**config.mk**
```make
export PLATFORM = sky130hd
export DESIGN_NAME = icache_fetch_ctrl
export DESIGN_NICKNAME = d
export VERILOG_FILES = /design/src/rtl/icache_fetch_ctrl.sv
export SDC_FILE = /design/constraint.sdc
export NUM_CORES = 1
export LEC_CHECK = 0
export ABC_AREA = 1
export CELL_PAD_IN_SITES_DETAIL_PLACEMENT = 2
export CELL_PAD_IN_SITES_GLOBAL_PLACEMENT = 2
export CORE_MARGIN = 5
export CORE_UTILIZATION = 30
export DETAILED_ROUTE_END_ITERATION = 10
export PLACE_DENSITY_LB_ADDON = 0.05
export SLEW_MARGIN = 10
export SYNTH_ARGS = -nofsm -noshare
export SYNTH_HDL_FRONTEND = slang
export SYNTH_SLANG_ARGS = --single-unit
export TNS_END_PERCENT = 30
```
**constraint.sdc**
```tcl
create_clock -name Clk -period 3.13 [get_ports Clk]
set_clock_uncertainty 0.05 [all_clocks]
set_input_delay 0.626 -clock Clk [delete_from_list [all_inputs] [get_ports Clk]]
set_output_delay 0.626 -clock Clk [all_outputs]
set_load 0.02 [all_outputs]
```
**src/rtl/icache_fetch_ctrl.sv**
```systemverilog
// Direct-mapped instruction cache with a line-fill FSM between the PC and
// backing instruction memory; a miss stalls fetch and returns a NOP.
module icache_fetch_ctrl #(
   parameter int unsigned LINES    = 8,
   parameter int unsigned WORDS    = 4,
   parameter logic [31:0] NOP_WORD = 32'hFC000000
) (
   input  logic        Clk,
   input  logic        Rst,
   input  logic [31:0] PC,
   input  logic        inv,
   output logic [31:0] Instruction,
   output logic        iMemError,
   output logic        mem_req,
   output logic [31:0] mem_addr,
   input  logic [31:0] mem_rdata,
   input  logic        mem_valid,
   output logic [15:0] miss_count
);

   localparam int OW = $clog2(WORDS);
   localparam int IW = $clog2(LINES);
   localparam int TL = 2 + OW + IW;
   localparam int TW = 32 - TL;

   typedef enum logic {IDLE, FILL} state_t;

   state_t           state;
   logic [LINES-1:0] valid_q;
   logic [TW-1:0]    tag_q [LINES];
   logic [31:0]      data_q [LINES*WORDS];
   logic [IW-1:0]    fill_index;
   logic [TW-1:0]    fill_tag;
   logic [OW-1:0]    beat;
   logic             discard;

   logic [OW-1:0]    offset;
   logic [IW-1:0]    index;
   logic [TW-1:0]    tag;
   logic             hit;
   logic             last_beat;
   logic             unused_pc;

   assign offset    = PC[TL-IW-1:2];
   assign index     = PC[TL-1:TL-IW];
   assign tag       = PC[31:TL];
   assign unused_pc = ^PC[1:0];

   assign hit = (state == IDLE) && valid_q[index] && (tag_q[index] == tag);
   assign last_beat = (state == FILL) && mem_valid &&
                      (beat == OW'(WORDS - 1));

   assign Instruction = hit ? data_q[{index, offset}] : NOP_WORD;
   assign iMemError   = ~hit;

   // Arrays carry no reset; only valid_q qualifies their contents.
   always_ff @(posedge Clk) begin
      if (!Rst && state == FILL && mem_valid)
         data_q[{fill_index, beat}] <= mem_rdata;
      if (!Rst && last_beat)
         tag_q[fill_index] <= fill_tag;
   end

   always_ff @(posedge Clk) begin
      if (Rst) begin
         state      <= IDLE;
         valid_q    <= '0;
         mem_req    <= 1'b0;
         mem_addr   <= '0;
         beat       <= '0;
         miss_count <= '0;
         discard    <= 1'b0;
         fill_index <= '0;
         fill_tag   <= '0;
      end else begin
         unique case (state)
            IDLE: begin
               if (inv) begin
                  valid_q <= '0;
               end else if (!hit) begin
                  fill_index     <= index;
                  fill_tag       <= tag;
                  mem_addr       <= {PC[31:OW+2], {(OW+2){1'b0}}};
                  valid_q[index] <= 1'b0;
                  beat           <= '0;
                  mem_req        <= 1'b1;
                  if (miss_count != 16'hFFFF)
                     miss_count <= miss_count + 16'd1;
                  state <= FILL;
               end
            end
            FILL: begin
               if (mem_valid)
                  beat <= beat + 1'b1;
               if (inv)
                  discard <= 1'b1;
               if (last_beat) begin
                  mem_req <= 1'b0;
                  discard <= 1'b0;
                  state   <= IDLE;
                  if (!discard && !inv)
                     valid_q[fill_index] <= 1'b1;
               end
               // An invalidate always wins over the line being validated.
               if (inv)
                  valid_q <= '0;
            end
            default: state <= IDLE;
         endcase
      end
   end

endmodule

```
---- After elaboration in Yosys (flattened, before gate mapping) ----
Memory sizes are Yosys's and may differ from the RTL's.
Index checks and enable logic that the tools add are counted.
cells by class
  add/subtract/negate cells ............... 2
  order comparisons ....................... 4
  equal/unequal tests ..................... 10
  multiplexer cells ....................... 31
  bitwise logic cells ..................... 6
  reductions and logical operators ........ 20
operator list
  operator               count
  $mux 8                 5
  $mux 32                1
  $eq 25x25->1           1
  $add 16x1->16 const B  1
  $ne 16x16->1 const B   1
  $pmux 8 s2             1
  $mux 1                 15
  $reduce_and 3->1       4
  $logic_and 1x1->1      10
  $and 8x8->8            1
  $lt 3x4->1 const B     2
  $not 8->8              1
  $or 8x8->8             1
  $demux 1 s3            2
  $ge 3x1->1 const B     2
  $mux 2                 3
  $ne 2x2->1 const B     3
  $ne 3x2->1 const B     2
  $pmux 1 s2             2
  $pmux 2 s2             1
  $reduce_and 4->1       1
  $bmux 1 s3             1
  $logic_not 1->1        3
  $ne 3x3->1 const B     1
  6 further kinds        8
storage, ports and cells
  register bits after elaboration ......... 85
  bits in writable memories ............... 1224
  bits of input ports ..................... 68
  memories ................................ 2
memories
  name    depth  bits a word  rd ports  clocked after memory_dff  wr ports  RTL line  text
  data_q  32     32           1         0                         1         31        logic [31:0] data_q [LINES*WORDS];
  tag_q   8      25           1         0                         1         30        logic [TW-1:0] tag_q [LINES];

---- Longest topological paths before layout ----
  word-level depth ........................ 9
  depth in mapped cells ................... 21

---- Worst setup path after synthesis ----
OpenSTA, ideal clock, no wires.
  kind .................................... input port to output port
  start ................................... in PC[2]
  end ..................................... out Instruction[14]
  arrival ................................. 2803 ps
  data required time ...................... 2454 ps
  slack ................................... -349 ps
  stages on the path ...................... 9
  cells stage by stage .................... clkbuf_1 -> inv_2 -> clkbuf_1 -> clkbuf_1 -> buf_1 -> nand2_1 -> a22oi_1 -> o32ai_1 -> nor4_1
on the way
  longest elaborated chain between the ends .. 2
ends and longest elaborated chain
  element        RTL line  text
  from (decl)    10        input logic [31:0] PC,
  $mem_v2 32x32  n/a
  $mux 32        53        assign Instruction = hit ? data_q[{index, offset}] : NOP_WORD;
  to (decl)      12        output logic [31:0] Instruction,
No other way between the ends.

---- Worst setup path after layout ----
  start ................................... in PC[4]
  end ..................................... out Instruction[14]
on the way
  longest elaborated chain between the ends .. 5
  elaborated cells between the ends (all ways) .. 8
  those cells by class .................... eq/ne: 1; mux: 3; reduce/logical: 2; memory: 2
ends and longest elaborated chain
  element                                               RTL line
  branches (longest 4 deep; another with $mem_v2 8x25)  n/a
  $mux 32 *                                             53
Mark *: on every way between the ends. The select of a mux whose other input is x is not followed.

==> key figures <==
Run status
  – Result of the run: finished, violations left
  – Violations in the final reports: setup timing

Critical path
  – Worst flop-to-flop path startpoint: tag_q[0][3]
  – Sort of element at the end of the critical path: output port
  – Cell at the slowest stage of the critical path: buf_12
  – Crit path buffers/inverters: 9
  – Data required time of the critical path: 2.45 ns
  – Beginning of the critical path: PC[4]
  – Critical-path maximum fanout: 14
  – Startpoint class of the critical path: input pin
  – Arr. time, crit path: 3.09 ns
  – Crit-path max cell delay: 0.17 ns
  – Type of the setup path with the least slack: input pin to output port
  – Cell family with the largest share of critical-path delay: buffers and inverters
  – Critical path, cell by cell: buf_8, inv_6, buf_12, buf_4, nand2_1, nand3_1, nand2_1, nor2_1, nand2_1, nand2_2, nand2_2, nor2_2, nand2_1, nor2_2, buf_6, nand2_8, buf_12, buf_12, nor4_4, buf_4, buf_12

Cells and area
  – Leading cell type in the layout, fill and taps excluded: edfxtp_1
  – Count of nets after finishing: 4725
  – Final Util: 38.5%
  – Most frequent cells in the layout: edfxtp_1 (1224), nand2_1 (1027), a21oi_1 (361)
  – Area added between synthesis and finish: 27.4%
  – Fraction of final layout cells sized beyond drive strength 1: 17.9%

STA
  – Count of final setup violators: 33
  – Maximum clock frequency: 0.266 GHz
  – Minimum period implied by the final worst setup slack: 3.76 ns
  – Fin. Hold Viols: 0
  – Fin worst setup slack: -0.633 ns
  – Post-Route Setup TNS: -18.40 ns
  – Unrepaired setup endpoints after global routing: yes
  – Pins Over Slew Limit: 0
  – Crit share post-route: 120%
  – Slew @ Worst Pin: 0.994 ns
  – Worst slew margin relative to its limit: 33.5%

Detailed routing
  – Iteration-0 DRC Markers: 2447
  – Total DRC errors in the routed layout: 0
  – Via count: 35700
  – Average detailed-routed wire length per instance: 27.7 µm
  – Wirelength, routed: 194 mm
  – Antenna viol nets, final: 0
  – Via count normalized by instance count: 5.11
  – Total iterations of the first detailed-routing run: 4

CTS
  – TritonCTS clock tree: done
  – Clock Tree Buf Depth: 3
  – Clock Sinks: 1281
  – CTS hold repair buffers: 0
  – Root Buffer: clkbuf_16
  – Number of CTS-inserted buffers: 154
  – Clock-pin slew on the worst setup and hold paths: 0.05 ns
  – Clock insertion delay at the later pin of the skew report: 0.78 ns
  – Maximum level of the CTS H-tree: 4

Power and ir drop
  – Power per standard cell area: 592 nW/µm²
  – Final Power: 38.7 mW
  – Static leakage: 22.9 nW
  – Max IR drop VDD: 554 µV

Synthesis
  – Total of warnings raised by yosys: 0
  – Top-area cell type share of the netlist area: 71.6%
  – Mapped Cells: 4141
  – Post-synthesis instance area: 51300 µm²
  – Part of the Yosys area used for sequential elements: 73.8%
  – Library cell with the largest summed area after synthesis: edfxtp_1
  – Count of distinct cell types in the synthesized netlist: 39
  – Seq cells post-synth: 1281
  – Dominant cells by area after synthesis: edfxtp_1 (72%), nand2_1 (7.6%), a21oi_1 (3.5%), dfxtp_1 (2.2%), nor2_1 (2.0%)
  – Average cell area after synthesis: 12.4 µm²

Hold path
  – Min-Delay Path Class: input pin to register
  – Startpoint of the tightest hold check path: Rst

GRT
  – Antenna violations before repair: 6
  – Gr usage total: 21.3%
  – Largest net degree at the start of global routing: 72
  – GRT overflow: 0
  – First-pass GRT wire length: 279 mm
  – Via count of the first global-routing pass: 38400

Placement
  – Buffers on Ports: 143
  – Routability-driven placement congestion ratio: 0.754
  – DP HPWL: 120 mm

Floorplan
  – Initial core utilization: 30.2%
  – Total Die Area: 179000 µm²
  – Die height: 424 µm
  – Die width: 424 µm
  – Boundary pin count: 150
  – Rows: 151
  – Core region area: 170000 µm²

Flow run
  – Maximum Capacitance Violations: 0
==> stage by stage <==
stage / instance area, µm² / cells / hold WS, ns / setup WS [ns]
3_5_place_dp: 59800 / 6681 / 0.431 / -1.44
6_report: 65400 / 6984 / 0.267 / -0.633
3_3_place_gp: 59800 / 6681 / 0.408 / -1.45
4_1_cts: 65100 / 6974 / 0.209 / -0.817
5_1_grt: 65400 / 6983 / 0.253 / -0.827
2_1_floorplan: 51500 / 4144 / 0.396 / -0.127
==> final cells by class <==
| cell class | instances | area, µm² |
|---|---|---|
| Antenna cell | 1 | 2.50 |
| Clock buffer | 212 | 4150 |
| Clock inverter | 57 | 578 |
| Fill cell | 17100 | 104000 |
| Inverter | 202 | 793 |
| Multi-Input combinational cell | 2402 | 12400 |
| Sequential cell | 1281 | 37900 |
| Tap cell | 2218 | 2780 |
| Timing Repair Buffer | 611 | 6780 |
==> cell families after synthesis <==
| family | synth area share, % |
|---|---|
| DFF | 73.8 |
| adders and majority gates | 0.122 |
| AOI/OAI and AO/OA | 10.2 |
| xor gates and xnor gates | 0.256 |
| buffers and inverters | 3.51 |
| other | 0.00731 |
| and+or+nand+nor | 12.1 |
==> worst reg2reg max path: stages, from the launching register on <==
cell and delay (ns):
edfxtp_1 0.38, inv_1 0.08, nand2_1 0.07, nand3_1 0.07
nand2_1 0.07, nor2_2 0.15, nor2_1 0.06, nor2_1 0.13
nand2_1 0.09, nor2_2 0.09, nand2_1 0.08, nor2_2 0.10
buf_6 0.12, buf_4 0.12, buf_12 0.11, nand2_8 0.06
buf_4 0.16, buf_4 0.15, buf_4 0.14, nand2_1 0.11
buf_6 0.24, nand2_1 0.11, a21oi_1 0.16
==> path summary, 6_finish.rpt <==
kind,slack (ns),endpoint,cells after the start
worst min-delay path,0.27,beat[1],5
worst max register to register,0.15,fill_tag[19],22
worst min register to register,0.44,discard,2
worst max-delay path,-0.63,Instruction[14],21
==> cells in the mapped netlist <==
cell type  count
or2_2          6
nand3b_1       3
a32oi_1       46
o21ai_1       15
o211ai_1       2
buf_1         19
ha_1           5
a21oi_1      361
nor2_2         5
nand2_2        4
inv_1        193
xor2_1         8
nor4_1         2
o21ai_0      103
nor3_1        40
nand3_1      141
nand4_1       29
o21bai_1       2
edfxtp_1    1224
or3_1          6
o32ai_1       71
nand3_2        1
o22ai_1       49
dfxtp_1       57
conb_1         1
buf_4          6
a31o_2         3
a32o_1        61
a22oi_1      101
o2111ai_1      1
buf_2         37
o31ai_1        7
nor2_1       271
inv_2          8
clkinv_1       1
clkbuf_1     198
a221oi_1       1
nand2_1     1046
xnor2_1        7
==> power by group <==
| part | internal [mW] | leakage [nW] | switching (mW) |
|---|---|---|---|
| Sequential | 18.8 | 11.5 | 0.0820 |
| Combinational | 0.993 | 9.14 | 1.78 |
| Clock | 9.67 | 2.29 | 7.39 |
| Total | 29.5 | 22.9 | 9.25 |
==> metal layers <==
metal	routed length, µm	global-route usage, %	vias up
met5	0	0	-
met2	97600	37.6	431
met4	3210	3.90	0
met3	4810	2.63	198
li1	-	-	16100
met1	88000	28.4	19000
==> sequential cells by signal, summed over array words and instances (netlist names) <==
register / cells
data_q: 1024
state: 1
mem_req: 1
discard: 1
fill_index: 2
fill_tag: 25
mem_addr: 1
valid_q: 8
beat: 2
tag_q: 200
miss_count: 16
==> repair_timing <==
action                     CTS  global route
gates resized for setup    190            56
gates cloned                 3             1
setup endpoints to repair   54            79
buffers inserted            23            10
pin swaps                   47            44
(Power assumes the default switching activity.)
